==> src/rtl/alu_op_sequencer_pkg.sv <==
// rtl/alu_op_sequencer_pkg.sv - shared opcodes, flag indices, condition codes and FSM states
package alu_op_sequencer_pkg;

  localparam logic [2:0] OP_ADD  = 3'd0;
  localparam logic [2:0] OP_SUB  = 3'd1;
  localparam logic [2:0] OP_AND  = 3'd2;
  localparam logic [2:0] OP_OR   = 3'd3;
  localparam logic [2:0] OP_XOR  = 3'd4;
  localparam logic [2:0] OP_PASS = 3'd5;

  localparam int FLAG_Z = 3;
  localparam int FLAG_N = 2;
  localparam int FLAG_C = 1;
  localparam int FLAG_O = 0;

  localparam logic [2:0] COND_ALWAYS = 3'd0;
  localparam logic [2:0] COND_Z      = 3'd1;
  localparam logic [2:0] COND_NZ     = 3'd2;
  localparam logic [2:0] COND_N      = 3'd3;
  localparam logic [2:0] COND_NN     = 3'd4;
  localparam logic [2:0] COND_C      = 3'd5;
  localparam logic [2:0] COND_O      = 3'd6;
  localparam logic [2:0] COND_NEVER  = 3'd7;

  typedef enum logic [1:0] {
    ST_IDLE = 2'd0,
    ST_WAIT = 2'd1,
    ST_RESP = 2'd2
  } state_t;

endpackage

==> src/rtl/alu_cond_eval.sv <==
// rtl/alu_cond_eval.sv - evaluates a 3-bit condition code against the {Z,N,C,O} flag register
module alu_cond_eval
  import alu_op_sequencer_pkg::*;
(
  input  logic [2:0] cond,
  input  logic [3:0] flags,
  output logic       take
);

  always_comb begin
    take = 1'b0;
    case (cond)
      COND_ALWAYS: take = 1'b1;
      COND_Z:      take = flags[FLAG_Z];
      COND_NZ:     take = ~flags[FLAG_Z];
      COND_N:      take = flags[FLAG_N];
      COND_NN:     take = ~flags[FLAG_N];
      COND_C:      take = flags[FLAG_C];
      COND_O:      take = flags[FLAG_O];
      default:     take = 1'b0;
    endcase
  end

endmodule

==> src/rtl/alu_op_sequencer.sv <==
// rtl/alu_op_sequencer.sv - single-op-in-flight sequencer driving an external ALU
// Optional conditional execution is enabled by defining ALU_SEQ_COND_EN.
module alu_op_sequencer
  import alu_op_sequencer_pkg::*;
#(
  parameter int WIDTH   = 16,
  parameter int OPW     = 3,
  parameter int ALU_LAT = 1
) (
  input  logic             clk,
  input  logic             rst,
  input  logic             req_valid,
  output logic             req_ready,
  input  logic [OPW-1:0]   req_opcode,
  input  logic [WIDTH-1:0] req_a,
  input  logic [WIDTH-1:0] req_b,
`ifdef ALU_SEQ_COND_EN
  input  logic [2:0]       req_cond,
  output logic             rsp_skipped,
`endif
  output logic [WIDTH-1:0] alu_a,
  output logic [WIDTH-1:0] alu_b,
  output logic [OPW-1:0]   alu_opcode,
  input  logic [WIDTH-1:0] alu_out,
  input  logic             alu_z,
  input  logic             alu_n,
  input  logic             alu_c,
  input  logic             alu_o,
  output logic             rsp_valid,
  input  logic             rsp_ready,
  output logic [WIDTH-1:0] rsp_data,
  output logic [3:0]       rsp_flags,
  output logic [3:0]       flags,
  output logic             busy
);

  localparam logic [3:0] LAT_M1 = 4'(ALU_LAT - 1);

  state_t     state, state_nxt;
  logic [3:0] cnt;
  logic [3:0] alu_flags;
  logic       take, skip_q, accept, capture;

  assign alu_flags = {alu_z, alu_n, alu_c, alu_o};
  assign accept    = (state == ST_IDLE) && req_valid;
  assign capture   = (state == ST_WAIT) && (cnt == 4'd0);
  assign req_ready = (state == ST_IDLE);
  assign busy      = (state != ST_IDLE);
  assign rsp_valid = (state == ST_RESP);

`ifdef ALU_SEQ_COND_EN
  alu_cond_eval u_cond (
    .cond  (req_cond),
    .flags (flags),
    .take  (take)
  );
  assign rsp_skipped = skip_q;
`else
  assign take = 1'b1;
`endif

  always_comb begin
    state_nxt = state;
    case (state)
      ST_IDLE: if (req_valid) state_nxt = ST_WAIT;
      ST_WAIT: if (cnt == 4'd0) state_nxt = ST_RESP;
      ST_RESP: if (rsp_ready) state_nxt = ST_IDLE;
      default: state_nxt = ST_IDLE;
    endcase
  end

  always_ff @(posedge clk or posedge rst) begin
    if (rst) state <= ST_IDLE;
    else     state <= state_nxt;
  end

  // A skipped op passes through WAIT with a zero count so its response still lands one edge after acceptance.
  always_ff @(posedge clk or posedge rst) begin
    if (rst) begin
      cnt        <= 4'd0;
      skip_q     <= 1'b0;
      alu_a      <= '0;
      alu_b      <= '0;
      alu_opcode <= '0;
      rsp_data   <= '0;
      rsp_flags  <= 4'd0;
      flags      <= 4'd0;
    end else begin
      if (accept) begin
        cnt    <= take ? LAT_M1 : 4'd0;
        skip_q <= ~take;
        if (take) begin
          alu_a      <= req_a;
          alu_b      <= req_b;
          alu_opcode <= req_opcode;
        end
      end else if ((state == ST_WAIT) && (cnt != 4'd0)) begin
        cnt <= cnt - 4'd1;
      end
      if (capture) begin
        if (skip_q) begin
          rsp_data  <= '0;
          rsp_flags <= flags;
        end else begin
          rsp_data  <= alu_out;
          rsp_flags <= alu_flags;
          flags     <= alu_flags;
        end
      end
    end
  end

endmodule
==> config.mk <==
export PLATFORM = sky130hd
export DESIGN_NAME = alu_op_sequencer
export DESIGN_NICKNAME = d
export VERILOG_FILES = /design/src/rtl/alu_op_sequencer_pkg.sv /design/src/rtl/alu_cond_eval.sv /design/src/rtl/alu_op_sequencer.sv
export SDC_FILE = /design/constraint.sdc
export NUM_CORES = 1
export LEC_CHECK = 0
export BUFFER_PORTS_ARGS = -buffer_cell sky130_fd_sc_hd__buf_4
export CAP_MARGIN = 30
export CORE_MARGIN = 5
export CORE_UTILIZATION = 46
export CTS_BUF_LIST = sky130_fd_sc_hd__clkbuf_16
export DETAILED_ROUTE_END_ITERATION = 6
export PLACE_DENSITY = 0.77
export SYNTH_ARGS = -nofsm -noshare
export SYNTH_HDL_FRONTEND = slang
export SYNTH_SLANG_ARGS = --single-unit
==> constraint.sdc <==
create_clock -name clk -period 2.1 [get_ports clk]
set_input_delay 0.42 -clock clk [delete_from_list [all_inputs] [get_ports clk]]
set_output_delay 0.42 -clock clk [all_outputs]
set_load 0.01 [all_outputs]
[After elaboration in Yosys (flattened, before gate mapping)]
Index checks and enable logic that the tools add are counted.
Word-level totals
  bits in registers: 61
  input port bits: 59
  output and inout bits: 62
  word-level logic and storage cells: 28
Operators by class
  $add $sub $neg: 1
  eq/ne operators: 5
  muxes and demuxes: 6
  reduce and logical (&&, ||, !) cells: 9
Operators by type and width (number)
  $mux W4: 2
  $mux W2: 3
  $pmux W2 S3: 1
  $logic_not A4 Y1: 1
  $ne A2 B2 Y1 const B: 2
  $reduce_bool A2 Y1: 2
  $reduce_bool A4 Y1: 1
  $sub A4 B1 Y4 const B: 1
  $logic_and A1 B1 Y1: 3
  $reduce_and A3 Y1: 1
  $eq A2 B1 Y1 const B: 1
  $eq A2 B2 Y1 const B: 1
  $logic_not A2 Y1: 1
  $ne A2 B1 Y1 const B: 1

[Depth between registers and ports, before layout]
Gate-level depths: netlist of run 1.
  word-level depth: 4
  depth in mapped cells: 6
  gate-level depth less buffers: 5

[Worst setup path after synthesis of run 1]
OpenSTA, ideal clock, no wires.
  path kind: register to register
  start point: register cnt[0]
  end point: register flags[3]
  library setup time: 125 ps
  arrival time: 1568 ps
  data required time: 1975 ps
  path slack: 407 ps
  cell stages (with the launch flop): 7
  buffers on the path: 1
  clock period less this slack: 1693 ps
  path through: dfrtp_1 -> inv_1 -> ha_1 -> or3b_1 -> nand2b_4 -> buf_6 -> mux2_4
Between the ends
  longest elaborated chain between the ends: 2
RTL lines
  from (decl): line alu_op_sequencer.sv:40  | logic [3:0] cnt;
  from (signal assigned): line alu_op_sequencer.sv:90  | cnt <= take ? LAT_M1 : 4'd0;
  from (signal assigned): line alu_op_sequencer.sv:98  | cnt <= cnt - 4'd1;
  $logic_not A4 Y1: line alu_op_sequencer.sv:46  | assign capture = (state == ST_WAIT) && (cnt == 4'd0);
  $logic_and A1 B1 Y1: line alu_op_sequencer.sv:46
  to (signal assigned): line alu_op_sequencer.sv:107  | flags <= alu_flags;
  to (decl): line alu_op_sequencer.sv:33  | output logic [3:0] flags,
No other way between the ends.
A chain may end at the register's enable or synchronous reset.

[Worst setup path in the final report of run 1]
  start point: register cnt[1]
  end point: register rsp_data[15]
Between the ends
  longest elaborated chain between the ends: 2
RTL lines
  $logic_not A4 Y1: line alu_op_sequencer.sv:46
  $logic_and A1 B1 Y1: line alu_op_sequencer.sv:46
  to (signal assigned): line alu_op_sequencer.sv:105  | rsp_data <= alu_out;
  to (decl): line alu_op_sequencer.sv:31  | output logic [WIDTH-1:0] rsp_data,
No other way between the ends.

==> results list, run 1 <==
- The flow ran to the end, and the final reports show no timing, DRC or antenna violations.
* CTS root buf: clkbuf_16
* Async set-or-reset flop fraction in the synthesized netlist: 1.00
- Final worst path period need: 1890 ps
- Per-cell routed wire length: 16.2 um
* Relative slew margins: 0.720
- After legalization and detailed placement, the total HPWL measured 4.27 mm.
- Number of max-slew violations in the final report: 0
- Counting every net in the synthesized netlist gives 217.
* Number of nets still failing antenna checks after routing: 0
* Post-synthesis sequential area ratio: 0.611
- For the worst setup path, the data required time is 2300 ps.
- Worst min path class: input pin to async pin
- In this run, post-CTS repair resized a total of 0 instances.
- STA puts the critical path data arrival time at 2100 ps.
- Relative to the synthesized area, the layout overhead comes to 49.7%.
* Setup crit end kind: flip-flop
- Summed over all cells, the static leakage comes to 1.91 nW.
- Measured slew at the worst slew-check pin: 419 ps
* Final estimated routing congestion in global placement: 0.785
- Synth area leaders: dfrtp_1 (61%), mux2_1 (16%), mux2_4 (11%), buf_6 (1.8%), buf_4 (1.5%)
- The first global-routing pass estimated 9.50 mm of wire.
* Crit path largest cell delay: 410 ps
- Clock network fraction of total power: 0.238
- Largest delay contributor family on the critical path: simple AND/OR/NAND/NOR gates
- The floorplan has 26 rows.
* Total track usage: 0.173
- After clock tree synthesis, the flow added hold-fix buffers numbering 0.
- Endpoint of the most critical register-to-register path: rsp_data[15]
- Largest fanout on the critical path: 21
- For this run, design rule violations remaining after detail routing come to 0.
* Number of CTS-inserted buffers: 9
- Core area: 5200 sq um
- The clock passes through at most 2 buffers.
* Worst VDD drop: 0.000993 V
- For this design the top-level I/O count stands at 121.
- R2R depth: 5
- Main synth FF type: dfrtp_1
- The number of antenna violations at the first check in global routing was 0.
- Synthesis instantiated 24 different standard cells from the library.
- Power per Cell Area: 1690 nW/um^2
* Total wirelength of the detailed-routed design: 5.75 mm
- Total cell area at the placement stage: 3430 sq um
- Beginning of the worst register-to-register path: cnt[1]
- The largest individual stage delay along the critical path comes from the cell dfrtp_1.
- Commonest cells post-synth: dfrtp_1 (61), mux2_1 (36), mux2_4 (19)
- Leading area contributor after synthesis: dfrtp_1
- Storage cell area: 1530 sq um
- The number of antenna diodes in the final layout is 0.
* Chip Height: 83.7 um
- Hold Violations, Final: 0
- Of the available clock period, the critical path in the final layout requires 0.902.
- Summed over all failing endpoints, the final setup total negative slack is 0 ps.
- Footprint of the multi-input gates: 866 sq um
* Sequence of cells on the critical path: inv_1 -> ha_1 -> or3b_1 -> nand2b_4 -> mux2_1
* Number of synthesized flops with an enable pin: 0
* Pin count of the biggest net entering global routing: 44
* Clock tree from TritonCTS: built
- Initial Utilization: 0.480
* Layout net count: 341
- Clock latency on the worst-skew pair: 320 ps
- Seq pwr share: 0.341
- In this run the power spent charging and discharging nets is 0.00195 W.
* Most common cell in the netlist: dfrtp_1
- Power Total: 0.00634 W
- Syn Area/Cell: 16.0 sq um
- Ratio of cells with drive above 1 in the final layout: 0.551
- Dividing the detail-routed via count by the number of cells gives 4.73.
- Counting flops and latches in the post-synthesis netlist gives 61.
* Clock sinks: 61
- Total die area: 7010 sq um
- Number of detailed-route iterations in the first pass: 3
- Total vias in the final route: 1,680
- Post-Synthesis Cells: 156
- Setup violations remaining at the end of the flow were counted as 0.
* Die span in x: 83.7 um
* Vias in the first global route: 1,867
- Yosys Warn Count: 0
- Summing all non-filler instances in the final layout gives an area of 3740 sq um.
- Final Skew: 3.65 ps
* Worst path bufs/invs: 1
- Derived from the worst setup path, the maximum achievable clock frequency is 0.528 GHz.
* Switching part of the total: 0.308
- After clock tree synthesis, the clock-pin slew on the worst setup and hold paths is 50 ps.
- The share of synthesized area in the top cell type comes to 0.611.
- Setup repair after global routing left no endpoint under its margin.
* Startpoint kind of the worst setup timing path: flip-flop
* Comb pwr share: 0.421
- Netlist area before placement: 2500 sq um
- Setup slack on the worst reg-to-reg path comes out at 210 ps.
- The H-tree was split into 3 levels.
* Kind of critical path: flip-flop to flip-flop
* Number of filler cells placed in the layout: 374
- During placement, the flow inserted port buffers numbering 120.
* Cell-internal power: 0.00438 W
- Detailed router's first-iteration violation count: 38
- Once the clock tree was built, the setup fixing pass inserted 0 buffers.
- Across the run, the number of max-cap violations was 0.
- Congestion Overflow GR: 0
-- power by group through the flow --
stage               sequential [W]  combinational, W  clock, W
floorplan                  0.00238           0.00128         0
global placement           0.00214           0.00264         0
detailed placement         0.00216           0.00271         0
CTS                        0.00216           0.00272   0.00153
global route               0.00224           0.00288   0.00160
finish                     0.00216           0.00267   0.00151
-- cell usage in the layout, fill, tap and decap left out, types with 4 or more instances in the layout --
master / n
buf_4: 122
clkbuf_16: 9
dfrtp_1: 61
inv_1: 5
mux2_1: 36
mux2_4: 19
nand2_1: 4
-- cell families (layout without fill, tap and decap cells) --
kind of cell,count (synthesis),count (layout),share of synthesized area
flip-flops,61,61,0.611
multiplexers,57,57,0.284
AND/OR/NAND/NOR,16,16,0.0416
buffers and inverters,15,144,0.0426
AO/OA/AOI/OAI,5,5,0.0105
adder cells (fa/ha/maj),2,2,0.0100
-- routing by layer --
metal | track usage | up-vias | share of wire
li1 | - | 788 | -
met1 | 0.197 | 817 | 0.39
met2 | 0.294 | 58 | 0.53
met3 | 0.0513 | 17 | 0.056
met4 | 0.0863 | 0 | 0.029
met5 | 0 | - | 0
-- stage by stage --
step                hold slack, ps  setup WS [ps]  utilization  cells
floorplan                      459            167            -    156
global placement               446            271        0.660    339
detailed placement             448            220        0.660    339
CTS                            104            197        0.719    355
global route                   138           84.6        0.719    355
finish                        98.6            205        0.719    355
-- layout make-up --
class                   instances  share of cell area
repair buffers                123               0.250
multi-input cells              80               0.231
clock buffers                   9              0.0602
flip-flops and latches         61               0.408
well taps                      70              0.0234
inverters                       5             0.00502
clock inverters                 7              0.0217
-- state kept, by name (all words and copies together) (netlist names) --
register and cells:
alu_b 16, alu_opcode 3, flags 4, state 2, alu_a 16, cnt 4, rsp_data 16
-- worst max-delay path by stage --
stage	cells past startpoint	endpoint	from
4_1_cts	5	rsp_data[15]	cnt[1]
5_1_grt	5	rsp_data[15]	cnt[0]
3_3_place_gp	5	rsp_data[15]	cnt[0]
3_5_place_dp	5	rsp_data[15]	cnt[0]
2_1_floorplan	1	alu_a[0]	rst
6_report	5	rsp_data[15]	cnt[1]
Note: power is estimated with default switching activity, not from simulation.
==> run 2: changes to the inputs <==
--- a/config.mk
+++ b/config.mk
@@ -11,7 +11,7 @@
 export CORE_UTILIZATION = 46
 export CTS_BUF_LIST = sky130_fd_sc_hd__clkbuf_16
 export DETAILED_ROUTE_END_ITERATION = 6
-export PLACE_DENSITY = 0.77
+export PLACE_DENSITY = 0.87
 export SYNTH_ARGS = -nofsm -noshare
 export SYNTH_HDL_FRONTEND = slang
 export SYNTH_SLANG_ARGS = --single-unit
==> results list, run 2 (same netlist as run 1, synthesis figures left out) <==
- The flow ran to the end, and the final reports show no timing, DRC or antenna violations.
* Setup crit end kind: flip-flop
* Wire length of the first global-routing pass: 9.03 mm (-4.9%)
- The peak supply drop is 0.000863 V (-13%).
* Detailed router's first-iteration violation count: 61 (+61%)
- The global routing stage identified its most utilized layer as met2.
- Kind of critical path: flip-flop to flip-flop
* Most common cell after layout, fill and taps aside: buf_4
- Cell with the largest stage delay on the worst path: dfrtp_1
* Number of nets still failing antenna checks after routing: 0 (unchanged)
* Total setup violations reported at the end of the flow: 0 (unchanged)
- Largest buffer count on any clock path: 2 (unchanged)
- The period utilization is 0.900 (-0.00183).
- The end-of-flow core utilization came to 0.713 (-0.00625).
- Power per Cell Area: 1660 nW/um^2 (-2.0%)
- Fin Hold WS: 165 ps (+66.7 ps)
- The final cell area excluding filler cells was 3710 sq um (-0.87%).
- The number of slew-limit violations in the final report was 0 (unchanged).
- The combined global-route utilization of all metal layers came to 0.162 (-0.0112).
- Startpoint kind of the worst setup timing path: flip-flop
* Largest fanout on the critical path: 21 (unchanged)
* Comb pwr share: 0.429 (+0.008)
- Congestion Overflow GR: 0 (unchanged)
- The clock latency reported for the late side of the worst-skew pair was 310 ps (about the same).
- The number of endpoints with negative hold slack in the final report was 0 (unchanged).
- Max Fclk: 0.529 GHz (+0.20%)
* Layout net count: 340 (-0.29%)
- Initial Utilization: 0.480 (unchanged)
- The total of cells resized after clock tree synthesis came to 0 (unchanged).
- The data required time of the critical path was 2290 ps (about the same).
- The I/O pin total was 121 (unchanged).
- Arrival time at the worst endpoint: 2080 ps (-20 ps)
* Worst min path class: input pin to async pin
- The count of TritonRoute iterations in the first routing pass was 4 (+1).
- Pin count of the biggest net entering global routing: 62 (+41%)
* Worst R2R Setup Slack: 210 ps (about the same)
- Hold Buf Count CTS: 0 (unchanged)
- Sw Pwr: 0.00191 W (-2.3%)
- The number of antenna violations at the first check in global routing was 0 (unchanged).
- The routing usage on met2 was 0.272 (-0.0224).
* Number of CTS-inserted buffers: 9 (unchanged)
* Die span in x: 83.7 um (unchanged)
- The total number of placement rows came to 26 (unchanged).
- Final estimated routing congestion in global placement: 0.769 (-2.0%)
- CTS clk-pin slew, worst paths: 50 ps (about the same)
- The power consumption came to 0.00616 W (-2.8%).
- Number of setup buffers added after CTS: 0 (unchanged)
- The sink count of the clock tree is 61 (unchanged).
- Seq pwr share: 0.350 (+0.009)
- Leakage power: 1.89 nW (-0.96%)
- DRC violation count after routing: 0 (unchanged)
- Total wirelength of the detailed-routed design: 5.45 mm (-5.1%)
- Area growth syn-to-layout: 48.4%
* Endpoint of the most critical register-to-register path: rsp_data[15]
- The library cells used most frequently in the layout, excluding fill and tap cells, are buf_4 (121), dfrtp_1 (61), mux2_1 (36), mux2_4 (19), clkbuf_16 (9).
- Number of H-tree levels: 3 (unchanged)
- Met3 Use GR: 0.0652 (+0.0138)
- Setup repair after global routing left no endpoint under its margin.
* Switching part of the total: 0.310 (+0.00161)
* Total Negative Setup Slacks: 0 ps (unchanged)
* Met1 usage in global routing: 0.188 (-0.00855)
- The via count of the first global-routing pass came to 1,864 (-0.16%).
- The height of the die is 83.7 um (unchanged).
- Final worst path period need: 1890 ps (-3.85 ps)
- The detailed-route via count was 1,665 (-0.89%).
- Final Skew: 4.36 ps (+0.709 ps)
- Per-cell routed wire length: 15.4 um (-4.9%)
* Cell-internal power: 0.00425 W (-3.1%)
- Ratio of cells with drive above 1 in the final layout: 0.549 (-0.00158)
- The number of maximum-capacitance constraint violations is 0 (unchanged).
- The placed standard-cell area was 3430 sq um (-0.22%).
* Worst path bufs/invs: 1 (unchanged)
- In this run the clock root is driven by a clkbuf_16.
- The transition time at the pin with the least slew margin is 480 ps (+60.3 ps).
- The largest registers in the layout are alu_a: 16 flops, alu_b: 16 flops, rsp_data: 16 flops.
* Half-perimeter wire length after placement: 4.05 mm (-5.1%)
* Largest delay contributor family on the critical path: simple AND/OR/NAND/NOR gates
* Input/output buffers: 120 (unchanged)
- Crit path launch: cnt[0]
- The startpoint identified for the worst register-to-register timing path is cnt[0].
- The worst slew margin relative to its limit is 0.680 (-0.0398).
* Clock network fraction of total power: 0.220 (-0.018)
* Clock tree from TritonCTS: built
- The via density per instance is 4.70 (-0.61%).
- Core area: 5200 sq um (unchanged)
* Sequence of cells on the critical path: inv_1 -> ha_1 -> or3b_1 -> nand2b_4 -> mux2_1
* R2R depth: 5 (unchanged)
- The largest incremental delay on the critical path came to 390 ps (-20 ps).
- Total die area: 7010 sq um (unchanged)
* Antenna cell count: 0 (unchanged)
-- run 2: tightest hold or removal path: cells and delay by family --
family | cells | cell delay (ps)
buffers and inverters | 3 | 440
-- run 2: per-layer routing --
metal | wire [um] | part of all wire
met1 | 2120 | 0.39
met2 | 2720 | 0.50
met3 | 535 | 0.098
met4 | 72 | 0.013
met5 | 0 | 0
-- run 2: area by class of cell --
class / count / area [sq um]
fillers: 396 / 1500
clock inverters: 7 / 56.3
clock buffers: 9 / 225
well taps: 70 / 87.6
inverters: 5 / 18.8
repair buffers: 122 / 928
flip-flops and latches: 61 / 1530
multi-input cells: 80 / 866
-- run 2: how the worst max path moves through the flow --
stage / to / slack, ps / depth (start not counted)
floorplan: alu_a[0] / 170 / 1
global placement: rsp_data[15] / 270 / 5
detailed placement: rsp_data[15] / 220 / 5
CTS: rsp_data[15] / 200 / 5
global route: rsp_data[15] / 110 / 5
finish: rsp_data[15] / 210 / 5
-- run 2: power by group through the flow --
stage,combinational [W],sequential (W),clock (W)
floorplan,0.00128,0.00238,0
global placement,0.00260,0.00214,0
detailed placement,0.00269,0.00217,0
CTS,0.00271,0.00216,0.00139
global route,0.00286,0.00225,0.00146
finish,0.00264,0.00216,0.00136
-- run 2: per-stage QoR --
stage                     worst slack [ps]  instances
after global routing                   111        354
after CTS                              197        354
after floorplan                        167        156
after detailed placement               220        338
final                                  209        354
after global placement                 272        338
==> run 3: changes to the inputs <==
--- a/config.mk
+++ b/config.mk
@@ -7,11 +7,13 @@
 export LEC_CHECK = 0
 export BUFFER_PORTS_ARGS = -buffer_cell sky130_fd_sc_hd__buf_4
 export CAP_MARGIN = 30
+export CELL_PAD_IN_SITES_DETAIL_PLACEMENT = 2
+export CELL_PAD_IN_SITES_GLOBAL_PLACEMENT = 2
 export CORE_MARGIN = 5
-export CORE_UTILIZATION = 46
+export CORE_UTILIZATION = 29
 export CTS_BUF_LIST = sky130_fd_sc_hd__clkbuf_16
 export DETAILED_ROUTE_END_ITERATION = 6
-export PLACE_DENSITY = 0.87
+export PLACE_DENSITY = 0.85
 export SYNTH_ARGS = -nofsm -noshare
 export SYNTH_HDL_FRONTEND = slang
 export SYNTH_SLANG_ARGS = --single-unit
==> results list, run 3 (same netlist as run 1, synthesis figures left out) <==
- The run finished with clean final reports.
- Number of detailed-route iterations in the first pass: 4 (unchanged)
* Worst VDD drop: 0.000539 V (-38%)
- Total die area: 10,600 sq um (+51%)
- The final cell area excluding filler cells is 3730 sq um (+0.61%).
- Final worst path period need: 1910 ps (+17.1 ps)
- The detailed-route via count was 1,728 (+3.8%).
* Congestion Overflow GR: 0 (unchanged)
* Worst path required time: 2300 ps (about the same)
- Most common cell after layout, fill and taps aside: buf_4
- Setup crit end kind: flip-flop
- The final antenna-violating net count was 0 (unchanged).
- The register clock-pin slew on the reported worst setup and hold paths came to 50 ps (about the same).
- Number of setup buffers added after CTS: 0 (unchanged)
* Wire length of the first global-routing pass: 10.6 mm (+17%)
- The slowest stage of the critical path is the dfrtp_1 cell.
- Measured slew at the worst slew-check pin: 408 ps (-71.3 ps)
- The post-detailed-route DRC marker count is 0 (unchanged).
- Non-filler instance count after layout: 390 (+10%)
- Ratio of cells with drive above 1 in the final layout: 0.544 (-0.00544)
* Hold Buf Count CTS: 0 (unchanged)
- Half-perimeter wire length after placement: 5.38 mm (+33%)
- Fin Hold WS: 178 ps (+12.4 ps)
- The total number of H-tree levels is 3 (unchanged).
- Vias in the first global route: 2,063 (+11%)
- The I/O pin total came to 121 (unchanged).
- Die span in x: 103 um (+23%)
- Biggest registers after layout: alu_a: 16 flops, alu_b: 16 flops, rsp_data: 16 flops
* Largest buffer count on any clock path: 2 (unchanged)
* Initial Utilization: 0.301 (-0.179)
- The total number of placement rows came to 33 (+27%).
- Final estimated routing congestion in global placement: 0.682 (-11%)
- The clock latency reported for the late side of the worst-skew pair was 310 ps (about the same).
- The DRC violation total after the first TritonRoute iteration is 13 (-79%).
- Layout net count: 341 (+0.29%)
- CTS root buf: clkbuf_16
- The fill cell instance count of the final layout came to 847 (+110%).
* Crit path largest cell delay: 400 ps (about the same)
* Per-cell routed wire length: 17.9 um (+16%)
- Traced cell by cell, the critical path runs through inv_1 -> ha_1 -> or3b_1 -> nand2b_4 -> mux2_1.
* Routed via count divided by cell count: 4.43 (-5.8%)
* Number of CTS-inserted buffers: 9 (unchanged)
- Total wirelength of the detailed-routed design: 6.99 mm (+28%)
* Antenna cell count: 0 (unchanged)
- Worst min path class: input pin to async pin
* Arrival time at the worst endpoint: 2100 ps (+20 ps)
- Unrepaired setup endpoints after global routing: no
- The maximum clock skew at final layout is 2.44 ps (-1.92 ps).
* Startpoint kind of the worst setup timing path: flip-flop
- Input/output buffers: 120 (unchanged)
* Highest-count cells in the layout ignoring fill and taps: buf_4 (122), dfrtp_1 (61), mux2_1 (36), mux2_4 (19), clkbuf_16 (9)
* Clock sinks: 61 (unchanged)
- Chip Height: 103 um (+23%)
* Core area: 8300 sq um (+59%)
* Power per Cell Area: 1640 nW/um^2 (-1.1%)
- Pin count of the biggest net entering global routing: 62 (unchanged)
* Maximum Capacitance Violations: 0 (unchanged)
- Leakage power: 1.89 nW (about the same)
- Total track usage: 0.135 (-0.0271)
- Hold Violations, Final: 0 (unchanged)
- Max Fclk: 0.524 GHz (-0.89%)
- The setup total negative slack came to 0 ps (unchanged).
- Initial antenna violation count: 0 (unchanged)
- The worst slew margin relative to its limit came to 0.728 (+0.0474).
* Largest fanout on the critical path: 21 (unchanged)
* Kind of critical path: flip-flop to flip-flop
* Power Total: 0.00613 W (-0.46%)
- Total setup violations reported at the end of the flow: 0 (unchanged)
- Gates resized, CTS repair: 0 (unchanged)
* Part of the cycle the worst path needs: 0.908 (+0.00813)
- The placed standard-cell area is 3480 sq um (+1.5%).
- Clock tree from TritonCTS: built
* Area growth syn-to-layout: 49.3%
* Cell count after placement: 374 (+11%)
- Number of max-slew violations in the final report: 0 (unchanged)
run 3: cell count changes in the layout (fill, tap and decap cells not counted), sizes merged:
cell	before	now
inv	5	9
bufinv	1	0
clkinv	6	3
buf	122	123
run 3: final cells by class:
type	instances	area, sq um	share of cell area
Clock inverter	7	27.5	0.00738
Timing Repair Buffer	123	936	0.251
Sequential cell	61	1530	0.409
Inverter	5	18.8	0.00503
Tap cell	105	131	0.0352
Multi-Input combinational cell	80	866	0.232
Clock buffer	9	225	0.0604
run 3: path summary, 6_finish.rpt:
path / from / to / slack, ps / cells after the start
max in group asynchronous: rst / alu_opcode[1] / 1650 / 3
worst min-delay path: rst / flags[1] / 180 / 3
min in group clk: rsp_ready / state[1] / 280 / 2
worst min register to register: alu_b[13] / alu_b[13] / 490 / 1
worst max-delay path: cnt[0] / rsp_data[15] / 190 / 5
worst max register to register: cnt[0] / rsp_data[15] / 190 / 5
run 3: report_power, final:
group	internal, W	total [W]	switching, W
Sequential	0.00179	0.00218	0.000384
Clock	0.000768	0.00124	0.000473
Combinational	0.00158	0.00271	0.00114
Total	0.00414	0.00613	0.00199
run 3: through the flow:
stage / setup slack (ps) / utilization
2_1_floorplan: 167 / -
3_3_place_gp: 236 / 0.419
3_5_place_dp: 174 / 0.419
4_1_cts: 167 / 0.450
5_1_grt: 47.1 / 0.450
6_report: 192 / 0.450
run 3: critical path, delay by kind of cell, from the launching register on:
kind | cells | cell delay, ps
simple gates | 2 | 740
flops | 1 | 400
mux | 1 | 390
fa+ha+maj | 1 | 160
buf+inv | 1 | 90
run 3: per-layer routing:
layer / wire (um) / GRT usage / part of all wire
met3: 425 / 0.0298 / 0.061
met5: 0 / 0 / 0
met1: 2540 / 0.146 / 0.36
met4: 121 / 0.0558 / 0.017
met2: 3900 / 0.252 / 0.56
